`config.mk`:
```
export PLATFORM = sky130hd
export DESIGN_NAME = multi_key_debouncer
export DESIGN_NICKNAME = d
export VERILOG_FILES = /design/src/rtl/key_pkg.sv /design/src/rtl/key_tick_gen.sv /design/src/rtl/multi_key_debouncer.sv
export SDC_FILE = /design/constraint.sdc
export NUM_CORES = 1
export LEC_CHECK = 0
export BUFFER_PORTS_ARGS = -buffer_cell sky130_fd_sc_hd__buf_2
export CAP_MARGIN = 20
export CORE_MARGIN = 10
export CORE_UTILIZATION = 30
export DETAILED_ROUTE_END_ITERATION = 8
export PLACE_DENSITY = 0.53
export SLEW_MARGIN = 20
export SYNTH_ARGS = -nofsm -noshare
export SYNTH_HDL_FRONTEND = slang
export SYNTH_HIERARCHICAL = 1
export SYNTH_SLANG_ARGS = --single-unit
export TNS_END_PERCENT = 10
```
`constraint.sdc`:
```
create_clock -name clk -period 3.5 [get_ports clk]
set_input_delay 0.7 -clock clk [delete_from_list [all_inputs] [get_ports clk]]
set_output_delay 0.7 -clock clk [all_outputs]
set_load 0.02 [all_outputs]
```
`src/rtl/key_pkg.sv`:
```
// Shared definitions for the multi-key debouncer: channel FSM state codes
// and the width helpers used to size the tick prescaler and channel counters.
package key_pkg;

  // Channel FSM states
  localparam logic [2:0] ST_IDLE    = 3'd0;
  localparam logic [2:0] ST_DEB_P   = 3'd1;
  localparam logic [2:0] ST_PRESSED = 3'd2;
  localparam logic [2:0] ST_LONG    = 3'd3;
  localparam logic [2:0] ST_DEB_R   = 3'd4;

  // Ceiling log2; clog2(1) = 0
  function automatic int clog2(input int value);
    int r;
    int v;
    r = 0;
    v = value - 1;
    while (v > 0) begin
      r = r + 1;
      v = v >> 1;
    end
    return r;
  endfunction

  // Width of a counter running 0..div-1 (at least one bit)
  function automatic int tick_width(input int div);
    return (clog2(div) < 1) ? 1 : clog2(div);
  endfunction

  // Width of a channel counter that must hold the largest of the three limits
  function automatic int cnt_width(input int a, input int b, input int c);
    int m;
    m = a;
    if (b > m) m = b;
    if (c > m) m = c;
    return (clog2(m + 1) < 1) ? 1 : clog2(m + 1);
  endfunction

endpackage

```
`src/rtl/key_tick_gen.sv`:
```
// Free-running prescaler shared by all key channels. Counts 0..TICK_DIV-1
// and flags the last count, so tick is high for exactly one clk per period.
module key_tick_gen
  import key_pkg::*;
#(
  parameter int TICK_DIV = 50000
) (
  input  logic clk,
  input  logic rst_n,
  output logic tick
);

  localparam int              TW   = tick_width(TICK_DIV);
  localparam logic [TW-1:0]   LAST = TW'(TICK_DIV - 1);

  logic [TW-1:0] cnt;

  // Prescaler counter, wraps to zero after LAST
  always_ff @(posedge clk or negedge rst_n) begin
    if (!rst_n) begin
      cnt <= '0;
    end else if (cnt == LAST) begin
      cnt <= '0;
    end else begin
      cnt <= cnt + TW'(1);
    end
  end

  // Decoded from a flop, so the pulse is clean and lasts one cycle
  assign tick = (cnt == LAST);

endmodule

```
`src/rtl/multi_key_debouncer.sv`:
```
// N-channel push-button conditioner: per-key 2-flop sync, tick-based debounce,
// registered press/release pulses, long-press detect and auto-repeat.
// Outputs carry no handshake: each pulse output is high for exactly one clk
// and is to be consumed in that cycle; key_level is a plain registered level.
// Each channel's FSM state is visible as gen_ch[g].state for debug binding.
module multi_key_debouncer
  import key_pkg::*;
#(
  parameter int N_KEYS       = 4,
  parameter int TICK_DIV     = 50000,
  parameter int DEB_TICKS    = 20,
  parameter int LONG_TICKS   = 1000,
  parameter int REPEAT_TICKS = 100,
  parameter int ACTIVE_LOW   = 1
) (
  input  logic              clk,
  input  logic              rst_n,
  input  logic [N_KEYS-1:0] key_in,
  output logic [N_KEYS-1:0] key_level,
  output logic [N_KEYS-1:0] key_press,
  output logic [N_KEYS-1:0] key_release,
  output logic [N_KEYS-1:0] key_long,
  output logic [N_KEYS-1:0] key_repeat
);

  localparam int            CW        = cnt_width(DEB_TICKS, LONG_TICKS, REPEAT_TICKS);
  localparam logic [CW-1:0] DEB_LAST  = CW'(DEB_TICKS - 1);
  localparam logic [CW-1:0] LONG_LAST = CW'(LONG_TICKS - 1);
  localparam logic [CW-1:0] REP_LAST  = (REPEAT_TICKS == 0) ? '0 : CW'(REPEAT_TICKS - 1);
  localparam logic          REP_EN    = (REPEAT_TICKS != 0);
  // Raw pin level of a released key; also the reset value of the synchronisers
  localparam logic          IDLE_PIN  = (ACTIVE_LOW != 0);

  logic tick;

  key_tick_gen #(
    .TICK_DIV(TICK_DIV)
  ) u_tick (
    .clk  (clk),
    .rst_n(rst_n),
    .tick (tick)
  );

  for (genvar g = 0; g < N_KEYS; g++) begin : gen_ch
    logic [1:0]    sync_q;
    logic          s;
    logic [2:0]    state;
    logic [CW-1:0] cnt;
    logic          held;
    logic          level_q;
    logic          press_q;
    logic          release_q;
    logic          long_q;
    logic          repeat_q;

    // Two-flop synchroniser; reset to the released level so reset never looks like a press
    always_ff @(posedge clk or negedge rst_n) begin
      if (!rst_n) begin
        sync_q <= {2{IDLE_PIN}};
      end else begin
        sync_q <= {sync_q[0], key_in[g]};
      end
    end

    // Polarity-normalised key: 1 = pressed
    assign s = sync_q[1] ^ IDLE_PIN;

    // Channel FSM: debounce, hold timer and repeat timer; s changes win over tick
    always_ff @(posedge clk or negedge rst_n) begin
      if (!rst_n) begin
        state     <= ST_IDLE;
        cnt       <= '0;
        held      <= 1'b0;
        level_q   <= 1'b0;
        press_q   <= 1'b0;
        release_q <= 1'b0;
        long_q    <= 1'b0;
        repeat_q  <= 1'b0;
      end else begin
        press_q   <= 1'b0;
        release_q <= 1'b0;
        long_q    <= 1'b0;
        repeat_q  <= 1'b0;
        case (state)
          ST_IDLE: begin
            if (s) begin
              state <= ST_DEB_P;
              cnt   <= '0;
            end
          end
          ST_DEB_P: begin
            if (!s) begin
              state <= ST_IDLE;
              cnt   <= '0;
            end else if (tick) begin
              if (cnt == DEB_LAST) begin
                state   <= ST_PRESSED;
                press_q <= 1'b1;
                level_q <= 1'b1;
                cnt     <= '0;
              end else begin
                cnt <= cnt + CW'(1);
              end
            end
          end
          ST_PRESSED: begin
            if (!s) begin
              state <= ST_DEB_R;
              cnt   <= '0;
            end else if (tick) begin
              if (cnt == LONG_LAST) begin
                state  <= ST_LONG;
                long_q <= 1'b1;
                held   <= 1'b1;
                cnt    <= '0;
              end else begin
                cnt <= cnt + CW'(1);
              end
            end
          end
          ST_LONG: begin
            if (!s) begin
              state <= ST_DEB_R;
              cnt   <= '0;
            end else if (tick && REP_EN) begin
              if (cnt == REP_LAST) begin
                repeat_q <= 1'b1;
                cnt      <= '0;
              end else begin
                cnt <= cnt + CW'(1);
              end
            end
          end
          ST_DEB_R: begin
            if (s) begin
              // Release was a glitch: resume, with the hold/repeat timer restarted
              state <= held ? ST_LONG : ST_PRESSED;
              cnt   <= '0;
            end else if (tick) begin
              if (cnt == DEB_LAST) begin
                state     <= ST_IDLE;
                release_q <= 1'b1;
                level_q   <= 1'b0;
                held      <= 1'b0;
                cnt       <= '0;
              end else begin
                cnt <= cnt + CW'(1);
              end
            end
          end
          default: begin
            state <= ST_IDLE;
            cnt   <= '0;
            held  <= 1'b0;
          end
        endcase
      end
    end

    assign key_level[g]   = level_q;
    assign key_press[g]   = press_q;
    assign key_release[g] = release_q;
    assign key_long[g]    = long_q;
    assign key_repeat[g]  = repeat_q;
  end

endmodule
```
=== After elaboration in Yosys (flattened, before gate mapping) ===
Cells that the tools add are included.

* $add $sub $neg: 5
* Eq/ne operators: 101
* Mux-type cells: 201
* Bitwise gates (word level): 4
* Reductions and logical operators: 28

{| class="wikitable"
|+ Operators by type and width
! operator !! count
|-
| 10-bit two-way mux || 44
|-
| 10-bit case mux with 5 select lines || 4
|-
| 3-bit two-way mux || 44
|-
| 1-bit two-way mux || 96
|-
| 2-bit inequality test, second input constant || 44
|-
| 3-bit inequality test, second input constant || 28
|-
| 3-bit case mux with 5 select lines || 4
|-
| 7-bit AND reduction || 8
|-
| 10-bit by 1-bit adder with 10-bit output, second input constant || 4
|-
| 10-bit equality test, second input constant || 4
|-
| 10-bit by 5-bit equality test with 1-bit output, second input constant || 4
|-
| 10-bit by 7-bit equality test with 1-bit output, second input constant || 4
|-
| 8-bit AND reduction || 4
|-
| 3-bit by 2-bit equality test with 1-bit output, second input constant || 8
|-
| 16-bit by 1-bit adder with 16-bit output, second input constant || 1
|-
| 16-bit equality test, second input constant || 1
|-
| 16-bit two-way mux || 1
|-
| 3-bit by 1-bit equality test with 1-bit output, second input constant || 4
|-
| 3-bit equality test, second input constant || 4
|-
| 3-bit logical NOT || 4
|-
| 1-bit case mux with 3 select lines || 4
|-
| 3-bit AND reduction || 4
|-
| 3-bit OR reduction || 4
|-
| 1-bit case mux with 2 select lines || 4
|-
| other kinds (2) || 8
|}

* Flip-flop bits (word level): 100
* Input bits: 6
* Output and inout bits: 20
* Logic and storage cells: 376

=== Depth between registers and ports, before layout ===
Gate-level depths: netlist of the first run.

* Depth in word-level cells: 5
* Gate-level depth with buffers: 13
* Depth with buffers taken out: 9

=== By module ===
The synthesis of the first run kept the hierarchy.

{| class="wikitable"
|+ By module, submodules not included
! module !! times used !! cells an instance !! area an instance (um^2) !! seq. area each (um^2)
|-
| multi_key_debouncer || 1 || 595 || 5058.6 || 2112.0
|-
| key_tick_gen || 1 || 67 || 762.0 || 400.4
|}

=== Least setup slack after synthesis of the first run ===
No wires, ideal clock.

* Path kind: register to register
* Start point: register u_tick.cnt[0]
* End point: register gen_ch[2].cnt[6]
* Library setup time: 130 ps
* Arrival: 2528 ps
* Required time: 3370 ps
* Setup slack: 843 ps
* Cell stages (with the launch flop): 13
* Buffers on the path: 4
* Period minus slack after synthesis: 2657 ps
* Path through: dfrtp_1 > ha_1 > and3_1 > buf_2 > and4_1 > buf_6 > buf_2 > buf_1 > nand4_1 > a32oi_1 > nor2_1 > o21ai_0 > o21ai_0

* Cells in the longest elaborated chain, start to end: 4
* Elaborated cells between the ends (all ways): 8
* Classes of those cells: 3 x eq/ne; 4 x mux; 1 x reduce/logical

{| class="wikitable"
|+ RTL lines
! what !! line !! text
|-
| start: declaration || key_tick_gen.sv:16 || <nowiki>logic [TW-1:0] cnt;</nowiki>
|-
| start signal: assignment || key_tick_gen.sv:25 || <nowiki>cnt <= cnt + TW'(1);</nowiki>
|-
| 16-bit equality test (*) || key_tick_gen.sv:30 || <nowiki>assign tick = (cnt == LAST);</nowiki>
|-
| named net tick || multi_key_debouncer.sv:34 || <nowiki>logic tick;</nowiki>
|-
| 10-bit two-way mux || n/a ||
|-
| 10-bit two-way mux, on equally long branches || n/a ||
|-
| 10-bit case mux with 5 select lines || n/a ||
|-
| end signal: assignment || multi_key_debouncer.sv:102 || <nowiki>cnt <= cnt + CW'(1);</nowiki>
|-
| end signal: assignment || multi_key_debouncer.sv:117 || <nowiki>cnt <= cnt + CW'(1);</nowiki>
|-
| end signal: assignment || multi_key_debouncer.sv:130 || <nowiki>cnt <= cnt + CW'(1);</nowiki>
|-
| end: declaration || multi_key_debouncer.sv:48 || <nowiki>logic [CW-1:0] cnt;</nowiki>
|}

The timed path passes the listed nets; every way through them passes the cells marked *.
A chain may end at the register's enable or synchronous reset.

=== Worst setup path in the final report of the first run ===
* Start point: register u_tick.cnt[0]
* End point: register gen_ch[1].cnt[3]

* Cells in the longest elaborated chain, start to end: 4
* Elaborated cells between the ends (all ways): 8
* Classes of those cells: 3 x eq/ne; 4 x mux; 1 x reduce/logical

{| class="wikitable"
|+ RTL lines
! what !! line
|-
| 16-bit equality test (*) || key_tick_gen.sv:30
|-
| named net tick || multi_key_debouncer.sv:34
|-
| 10-bit two-way mux || n/a
|-
| 10-bit two-way mux, on equally long branches || n/a
|-
| 10-bit case mux with 5 select lines || n/a
|-
| end signal: assignment || multi_key_debouncer.sv:102
|-
| end signal: assignment || multi_key_debouncer.sv:117
|-
| end signal: assignment || multi_key_debouncer.sv:130
|-
| end: declaration || multi_key_debouncer.sv:48
|}

Marked as above.

==> metrics, run 1 <==
outcome=finished, final reports clean; ranking of synthesized cells by area=dfrtp_1 40%, nand2_1 4.4%, o21ai_0 4.0%; fraction of layout cells with a size suffix above 1=11.55%; DRT Pass-1 Iters=6; worst hold endpoint=gen_ch[0].sync_q[1]; H-tree depth=3; Hold Crit Class=reg -> reg; Final Critical Period=2676 ps; post-synthesis sequential area ratio=43.16%; Worst Max-Slew Pin Slew=630.1 ps; vias per inst=5.241; Synthesized Nets=673; pwr dens=493.9 nW/um^2; leakage power=2.731 nW; Max VDD drop=0.0002225 V; Area Growth Syn to Fin=8.598%; die area=25,370 sq um; die height=159.3 um; Post-synth EDFFs=0; total power draw=3.122 mW; yosys synthesis warning count=6; CP max-delay cell=o22a_1; largest net degree at the start of global routing=54; Initial Util=30.81%; post-DR wirelength/cell=14.21 um; overall global routing resource usage=10.32%; Setup CP Type=reg -> reg; row cnt=50; Port Buffers=25; Skew-Pair Late Insertion Delay=350 ps; Post-DP HPWL=9190 um; number of diodes=0; crit path capture type=flop; total CTS buffers=9; Layout Skew=7.346 ps; Syn Area/Cell=8.792 sq um; Final Net Count=664; period utilization=76.44%; first-pass GRT wire length=22,580 um; Final setup viols=0; WP data arrival=2910 ps; buffer levels on the longest clock path=2; most frequent cells in the layout=92 x dfrtp_1, 69 x nand2_1, 62 x nor2_1, 47 x o21ai_0, 44 x nand3_1; R2R Path End=gen_ch[1].cnt[3]; crit-path cells=ha_1 -> and3_1 -> and4_1 -> buf_4 -> nand4_1 -> nand2b_4 -> o22a_1 -> nor3_1 -> a211o_1; GPL Wtd Cong=0.8479; CORE AREA=18,890 sq um; Fin. Hold Viols=0; Hold Crit Start=gen_ch[0].sync_q[0]; top-area cell type share of the netlist area=39.55%; CTS Hold Bufs=0; synthesized cell area=5821 sq um; Buf/Inv on CP=1; RR Startpoint=u_tick/cnt[0]; Post-Place Setup Slack=827.0 ps; CP Data Required Time=3730 ps; CTS resizes=0; distinct cell type count after synthesis=74; detailed-route via count=4,811; Slew headroom=57.60%; Post-Route WL=13,040 um; drt initial violations=300; clk slew on worst S/H paths=60 ps; cell taking the most area after synthesis=dfrtp_1; final setup TNS=0 ps; # IOs=26; Fillers=1,965; Fin Hold WS=355.6 ps; TritonCTS clock tree=done; vias in the first global route=4,573; fmax=0.3738 GHz; CP delay by family, top=simple AND/OR/NAND/NOR gates; Max stage delay on crit path=390 ps; global route overflow=0; Reg2Reg Depth=9; clk root buf=clkbuf_16; chip width=159.3 um; drt drc=0; Hold Path Stages=0; Post-CTS Setup Inserts=0; Final Max Slew Viols=0; Seq cells post-synth=100; max_cap viols=0; type of element launching the critical path=flop; post-layout worst setup margin=824.5 ps; Post-Synthesis Cells=662; clk sinks=100; RSZ-0062 raised after global routing=false; antenna violations before repair=0; flop2flop setup slack=820 ps; CP max FO=15; commonest non-fill, non-tap cell in the layout=dfrtp_1; ys flop type=dfrtp_1; ys async rst share=100.0%; Routed Antenna Nets=0
[cells in the mapped netlist (all sizes together), types with 9 or more instances]
master  count
nor4       13
nand2b     11
a21o       10
a21oi      39
nand3      44
o211ai     10
buf        31
inv        19
nor2       62
a31oi      14
nand2      70
dfrtp      92
nand4      12
xor2        9
and3       15
nor3       20
o21ai      48
clkbuf     17
[layer usage]
metal	GRT usage, %	vias up	share of wire [%]
met3	2.040	19	4.2
li1	-	2376	-
met4	4.971	0	1.9
met5	0	-	0
met2	15.38	102	45
met1	13.96	2314	49
[worst max path at each step]
| stage | from | end | slack (ps) | depth (start not counted) |
|---|---|---|---|---|
| 2_1_floorplan | u_tick/cnt[0] | gen_ch[2].cnt[6] | 840 | 12 |
| 3_3_place_gp | u_tick/cnt[0] | gen_ch[2].cnt[6] | 890 | 9 |
| 3_5_place_dp | u_tick/cnt[0] | gen_ch[1].cnt[3] | 830 | 9 |
| 4_1_cts | u_tick/cnt[0] | gen_ch[1].cnt[3] | 810 | 9 |
| 5_1_grt | u_tick/cnt[0] | gen_ch[2].cnt[6] | 530 | 9 |
| 6_report | u_tick/cnt[0] | gen_ch[1].cnt[3] | 820 | 9 |
[worst register-to-register path: stages, from the launching register on]
cell and delay, ps:
dfrtp_1 380, ha_1 190, and3_1 280, and4_1 250
buf_4 220, nand4_1 290, nand2b_4 200, o22a_1 390
nor3_1 90, a211o_1 270
[report_power, final]
group          internal (mW)  switching (mW)
logic                  0.286           0.493
clock network          0.540           0.433
registers               1.21           0.157
[stage by stage]
step                instances  util [%]  cell area [sq um]
floorplan                 662         -               5821
global placement          902     31.92               6031
detailed placement        902     31.92               6031
CTS                       918     33.46               6321
global route              918     33.46               6321
finish                    918     33.46               6321
[cell type report]
| type | count | area, sq um | area share [%] |
|---|---|---|---|
| Tap cell | 260 | 325.3 | 5.146 |
| Sequential cell | 100 | 2512 | 39.75 |
| Timing Repair Buffer | 28 | 162.7 | 2.573 |
| Multi-Input combinational cell | 495 | 2959 | 46.81 |
| Clock inverter | 3 | 20.02 | 0.3167 |
| Clock buffer | 13 | 270.3 | 4.276 |
| Inverter | 19 | 71.32 | 1.128 |
[cell families after synthesis]
logic type	after synthesis	synth area share (%)
AO/OA/AOI/OAI	166	18.81
XOR/XNOR	15	2.257
adder cells (fa/ha/maj)	5	1.075
buffers and inverters	67	5.997
flip-flops	100	43.16
multiplexers	7	1.247
AND/OR/NAND/NOR	302	27.45
[flip-flops by register name, summed over array words and instances (netlist names)]
register / count
gen_ch.sync_q: 8
gen_ch.repeat_q: 4
gen_ch.press_q: 4
gen_ch.long_q: 4
gen_ch.held: 4
gen_ch.release_q: 4
gen_ch.cnt: 40
gen_ch.state: 12
gen_ch.level_q: 4
u_tick/cnt: 16
Power figures use the tool's default switching activity.
==> inputs of run 2 (changes only) <==
==> constraint.sdc (replaced) <==
create_clock -name clk -period 2.8 [get_ports clk]
set_input_delay 0.56 -clock clk [delete_from_list [all_inputs] [get_ports clk]]
set_output_delay 0.56 -clock clk [all_outputs]
set_load 0.02 [all_outputs]
==> run 2 against run 1 <==
Net effect: sequential share of layout area shrank 0.22 points; combinational power grew 32%; clock power grew 20%; sequential cell count is the same; global-route usage shrank 0.13 points; highest routed layer unchanged; utilization grew 0.19 points; non-clock buffer count grew 6; first-iteration DRC count shrank 5.7%; critical endpoint unchanged; cell area grew 0.55%; critical path depth is the same; worst setup slack lost 600 ps; via count grew 0.75%; largest cell class unchanged.
==> metrics, run 2 (synthesis results as in run 1) <==
Area Growth Syn to Fin=9.200%; chip width=159.3 um; GPL Wtd Cong=0.8595; Int Power=2.512 mW; Final Net Count=670; Post-Route WL=13,000 um; clk slew on worst S/H paths=70 ps; type of element launching the critical path=flop; Util after Layout=33.64%; top flop regs=gen_ch.cnt (40), u_tick/cnt (16), gen_ch.state (12); commonest non-fill, non-tap cell in the layout=dfrtp_1; period utilization=92.07%; die height=159.3 um; Worst Max-Slew Pin Slew=663.7 ps; H-tree depth=3; fraction of layout cells with a size suffix above 1=12.65%; overall global routing resource usage=10.19%; register share of total power=43.4%; Post-CTS Setup Inserts=0; CP delay by family, top=simple AND/OR/NAND/NOR gates; Setup CP Type=reg -> reg; Setup crit start=u_tick/cnt[0]; # IOs=26; Routed Antenna Nets=0; vias per inst=5.246; largest net degree at the start of global routing=51; clock share of power=30.0%; Skew-Pair Late Insertion Delay=350 ps; RR Startpoint=u_tick/cnt[0]; crit-path cells=ha_1 -> and3_1 -> and4_1 -> buf_12 -> nand4_1 -> nand2b_4 -> o22a_1 -> nor3_1 -> a211o_1; Max VDD drop=0.0002648 V; NetSw=1.381 mW; drt initial violations=283; final setup TNS=0 ps; max_cap viols=0; Layout Skew=10.58 ps; crit path capture type=flop; CORE AREA=18,890 sq um; R2R Path End=gen_ch[1].cnt[3]; RSZ-0062 raised after global routing=false; Slew headroom=55.76%; Fin. Hold Viols=0; outcome=finished, final reports clean; DP Area=6076 sq um; Post-DP HPWL=9248 um; power share of the combinational group=26.6%; CP Data Required Time=3030 ps; Crit path depth=9; flop2flop setup slack=220 ps; clk sinks=100; Buf/Inv on CP=1; crit path capture=gen_ch[1].cnt[3]; Final Cell Area=6356 sq um; fmax=0.3879 GHz; WP data arrival=2810 ps; antenna violations before repair=0; pwr dens=612.5 nW/um^2; total CTS buffers=9; Final Max Slew Viols=0; number of diodes=0; die area=25,370 sq um; DRT Pass-1 Iters=4; Hold Crit Class=in -> async; Final setup viols=0; vias in the first global route=4,532; first-pass GRT wire length=22,250 um; CP max-delay cell=dfrtp_1; detailed-route via count=4,847; Reg2Reg Depth=9; max reg flops=40; CP max FO=36; global route overflow=0; TritonCTS clock tree=done; leakage power=2.746 nW; clk root buf=clkbuf_16; DP Cell Count=908; drt drc=0; Biggest register=gen_ch.cnt; buffer levels on the longest clock path=2; row cnt=50; most frequent cells in the layout=92 x dfrtp_1, 69 x nand2_1, 62 x nor2_1, 47 x o21ai_0, 44 x nand3_1; Max stage delay on crit path=380 ps; Initial Util=30.81%; switching portion of total power=35.47%; Final Critical Period=2578 ps; post-DR wirelength/cell=14.07 um; Port Buffers=25; Finished Layout Cells=924
[run 2: cell count changes in the layout (fill, tap and decap cells not counted)]
| cell | delta |
|---|---|
| buf_4 | +6 |
| clkbuf_8 | -3 |
| a21oi_1 | -1 |
| a21o_1 | -1 |
| a21oi_2 | +1 |
| a21o_2 | +1 |
| inv_6 | +2 |
| clkinv_4 | +1 |
[run 2: layout make-up]
cell class,count,area [sq um]
Inverter,19,71.32
Timing Repair Buffer,34,207.7
Sequential cell,100,2512
Clock buffer,10,229.0
Multi-Input combinational cell,495,2964
Clock inverter,6,46.29
Fill cell,1979,12540
Tap cell,260,325.3
[run 2: worst reg2reg max path, stage by stage, from the launching register on]
cell,delay [ps]
dfrtp_1,380
ha_1,180
and3_1,280
and4_1,260
buf_12,210
nand4_1,310
nand2b_4,210
o22a_1,260
nor3_1,80
a211o_1,270
[run 2: worst min-delay path by stage]
stage	from	endpoint	slack (ps)	cells after the start
after floorplan	rst_n	gen_ch[0].cnt[0]	260	0
after global placement	gen_ch[0].sync_q[0]	gen_ch[0].sync_q[1]	350	0
after detailed placement	gen_ch[2].sync_q[0]	gen_ch[2].sync_q[1]	350	0
after CTS	rst_n	gen_ch[2].cnt[8]	270	1
after global routing	key_in[3]	gen_ch[3].sync_q[0]	290	1
final	rst_n	u_tick/cnt[8]	230	1
[run 2: power groups by stage]
stage,clock network (mW),logic (mW),registers [mW]
finish,1.17,1.03,1.69
global placement,0,1.01,1.71
detailed placement,0,1.02,1.71
floorplan,0,0.856,1.60
CTS,1.22,1.02,1.69
global route,1.27,1.16,1.71
[run 2: layer usage]
layer  track usage [%]  up-vias  wire length (um)  share of wire, %
li1                  -     2407                 -                 -
met1             13.74     2347              6525                50
met2             15.61       79              5829                45
met3             1.756       14               419               3.2
met4             4.549        0               229               1.8
met5                 0        -                 0                 0
[run 2: metrics by stage]
stage | worst slack (ps) | hold slack (ps) | power [mW]
after floorplan | 142.6 | 264.4 | 2.453
after global placement | 277.6 | 346.7 | 2.718
after detailed placement | 135.9 | 347.3 | 2.735
after CTS | 136.5 | 267.8 | 3.930
after global routing | 21.00 | 294.7 | 4.144
final | 222.1 | 233.3 | 3.893
[run 2: timing repair]
action | CTS | global route
hold buffers | 0 | 0
endpoints found under the hold margin | 0 | 0
setup endpoints to repair | 0 | 4
resized for setup | 0 | 2
==> inputs of run 3 (changes only) <==
--- a/config.mk
+++ b/config.mk
@@ -11,6 +11,7 @@
 export CORE_UTILIZATION = 30
 export DETAILED_ROUTE_END_ITERATION = 8
 export PLACE_DENSITY = 0.53
+export RECOVER_POWER = 50
 export SLEW_MARGIN = 20
 export SYNTH_ARGS = -nofsm -noshare
 export SYNTH_HDL_FRONTEND = slang
==> run 3 against run 2 <==
Net effect: fmax about the same; global-route usage unchanged; utilization fell by 0.073 points; critical path depth unchanged; register-to-register slack about the same; clock power about the same; critical endpoint unchanged; highest routed layer unchanged; via count about the same; combinational power about the same.
==> metrics, run 3 (synthesis results as in run 1) <==
# IOs=26; Skew-Pair Late Insertion Delay=350 ps; first-pass GRT wire length=22,250 um; row cnt=50; clock share of power=30.0%; post-layout worst setup margin=222.2 ps; top flop regs=gen_ch.cnt (40), u_tick/cnt (16), gen_ch.state (12); Layout Skew=10.58 ps; Reg2Reg Depth=9; GPL Wtd Cong=0.8595; R2R Path End=gen_ch[1].cnt[3]; total CTS buffers=9; Biggest register=gen_ch.cnt; flop2flop setup slack=220 ps; CORE AREA=18,890 sq um; Post-Route WL=13,000 um; max reg flops=40; H-tree depth=3; overall global routing resource usage=10.19%; drt initial violations=283; Post-Place Setup Slack=135.9 ps; Slew headroom=13.95%; worst hold endpoint=gen_ch[0].sync_q[0]; buffer levels on the longest clock path=2; RR Startpoint=u_tick/cnt[0]; crit path capture type=flop; Worst Max-Slew Pin Slew=1291 ps; number of diodes=0; switching portion of total power=35.49%; outcome=finished, final reports clean; final setup TNS=0 ps; Finished Layout Cells=924; detailed-route via count=4,846; Port Buffers=25; Post-DP HPWL=9248 um; Fillers=1,985; Int Power=2.510 mW; NetSw=1.381 mW; Util after Layout=33.57%; Final Net Count=670; clk sinks=100; vias in the first global route=4,532; fmax=0.3879 GHz; clk slew on worst S/H paths=70 ps; CTS Hold Bufs=0; register share of total power=43.5%; max_cap viols=0; CP Data Required Time=3030 ps; type of element launching the critical path=flop; period utilization=92.06%; largest net degree at the start of global routing=51; die area=25,370 sq um; Hold Path Stages=1; power share of the combinational group=26.5%; post-DR wirelength/cell=14.07 um; Final setup viols=0; commonest non-fill, non-tap cell in the layout=dfrtp_1; pwr dens=613.4 nW/um^2; die height=159.3 um; leakage power=2.734 nW; TritonCTS clock tree=done; Post-CTS Setup Inserts=0; DRT Pass-1 Iters=4; chip width=159.3 um; Hold Crit Class=in -> reg; Hold Crit Start=key_in[0]; Area Growth Syn to Fin=8.964%; fraction of layout cells with a size suffix above 1=12.20%; DP Cell Count=908; most frequent cells in the layout=92 x dfrtp_1, 69 x nand2_1, 62 x nor2_1, 47 x o21ai_0, 44 x nand3_1; global route overflow=0; Fin. Hold Viols=0; Final Max Slew Viols=0; WP data arrival=2810 ps; antenna violations before repair=0; Max VDD drop=0.0002648 V; RSZ-0062 raised after global routing=false; Final Critical Period=2578 ps; Routed Antenna Nets=0; vias per inst=5.245; clk root buf=clkbuf_16; Setup CP Type=reg -> reg; CP max FO=36; drt drc=0; Initial Util=30.81%
-- run 3: cell types whose count changed in the layout (fill, tap and decap cells not counted) --
cell      previous run  this run
clkbuf_1             1         4
clkbuf_2             0         2
buf_2               24        23
buf_4                9         5
-- run 3: worst max-delay path by stage --
stage / start / endpoint / slack, ps
final: u_tick/cnt[0] / gen_ch[1].cnt[3] / 220
after global placement: u_tick/cnt[0] / gen_ch[0].cnt[9] / 280
after global routing: u_tick/cnt[0] / gen_ch[0].cnt[5] / 20
after CTS: u_tick/cnt[0] / gen_ch[0].cnt[9] / 140
after floorplan: u_tick/cnt[0] / gen_ch[2].cnt[6] / 140
after detailed placement: u_tick/cnt[0] / gen_ch[0].cnt[9] / 140
-- run 3: worst max-delay path, cell delays in order (launching register included) --
cell	delay, ps
dfrtp_1	380
ha_1	180
and3_1	280
and4_1	260
buf_12	210
nand4_1	310
nand2b_4	210
o22a_1	260
nor3_1	80
a211o_1	270
-- run 3: area by class of cell --
cell class,instances,area (sq um),share of cell area [%]
multi-input cells,495,2964,46.74
flip-flops and latches,100,2512,39.61
well taps,260,325.3,5.129
clock buffers,10,229.0,3.610
repair buffers,34,193.9,3.058
inverters,19,71.32,1.124
clock inverters,6,46.29,0.7299
-- run 3: power by group through the flow --
stage,clock [mW],combinational (mW),sequential [mW]
floorplan,0,0.856,1.60
CTS,1.22,1.02,1.69
finish,1.17,1.03,1.69
global placement,0,1.01,1.71
detailed placement,0,1.02,1.71
global route,1.27,1.16,1.71
-- run 3: what timing repair did --
item                                    CTS  global route
gates resized for setup                   0             2
endpoints found under the hold margin     0             0
endpoints found under the setup margin    0             4
-- run 3: per-layer routing --
layer / global-route usage [%] / up-vias / wire, um
met5: 0 / - / 0
met4: 4.549 / 0 / 229
met3: 1.756 / 14 / 416
met2: 15.61 / 80 / 5832
met1: 13.74 / 2345 / 6520
li1: - / 2407 / -
-- run 3: per-stage QoR --
step / hold WS (ps) / instance area [sq um] / power (mW)
after floorplan: 264.4 / 5821 / 2.453
after global placement: 346.7 / 6076 / 2.718
after detailed placement: 347.3 / 6076 / 2.735
after CTS: 267.8 / 6351 / 3.930
after global routing: 294.7 / 6342 / 4.141
final: 288.4 / 6342 / 3.891
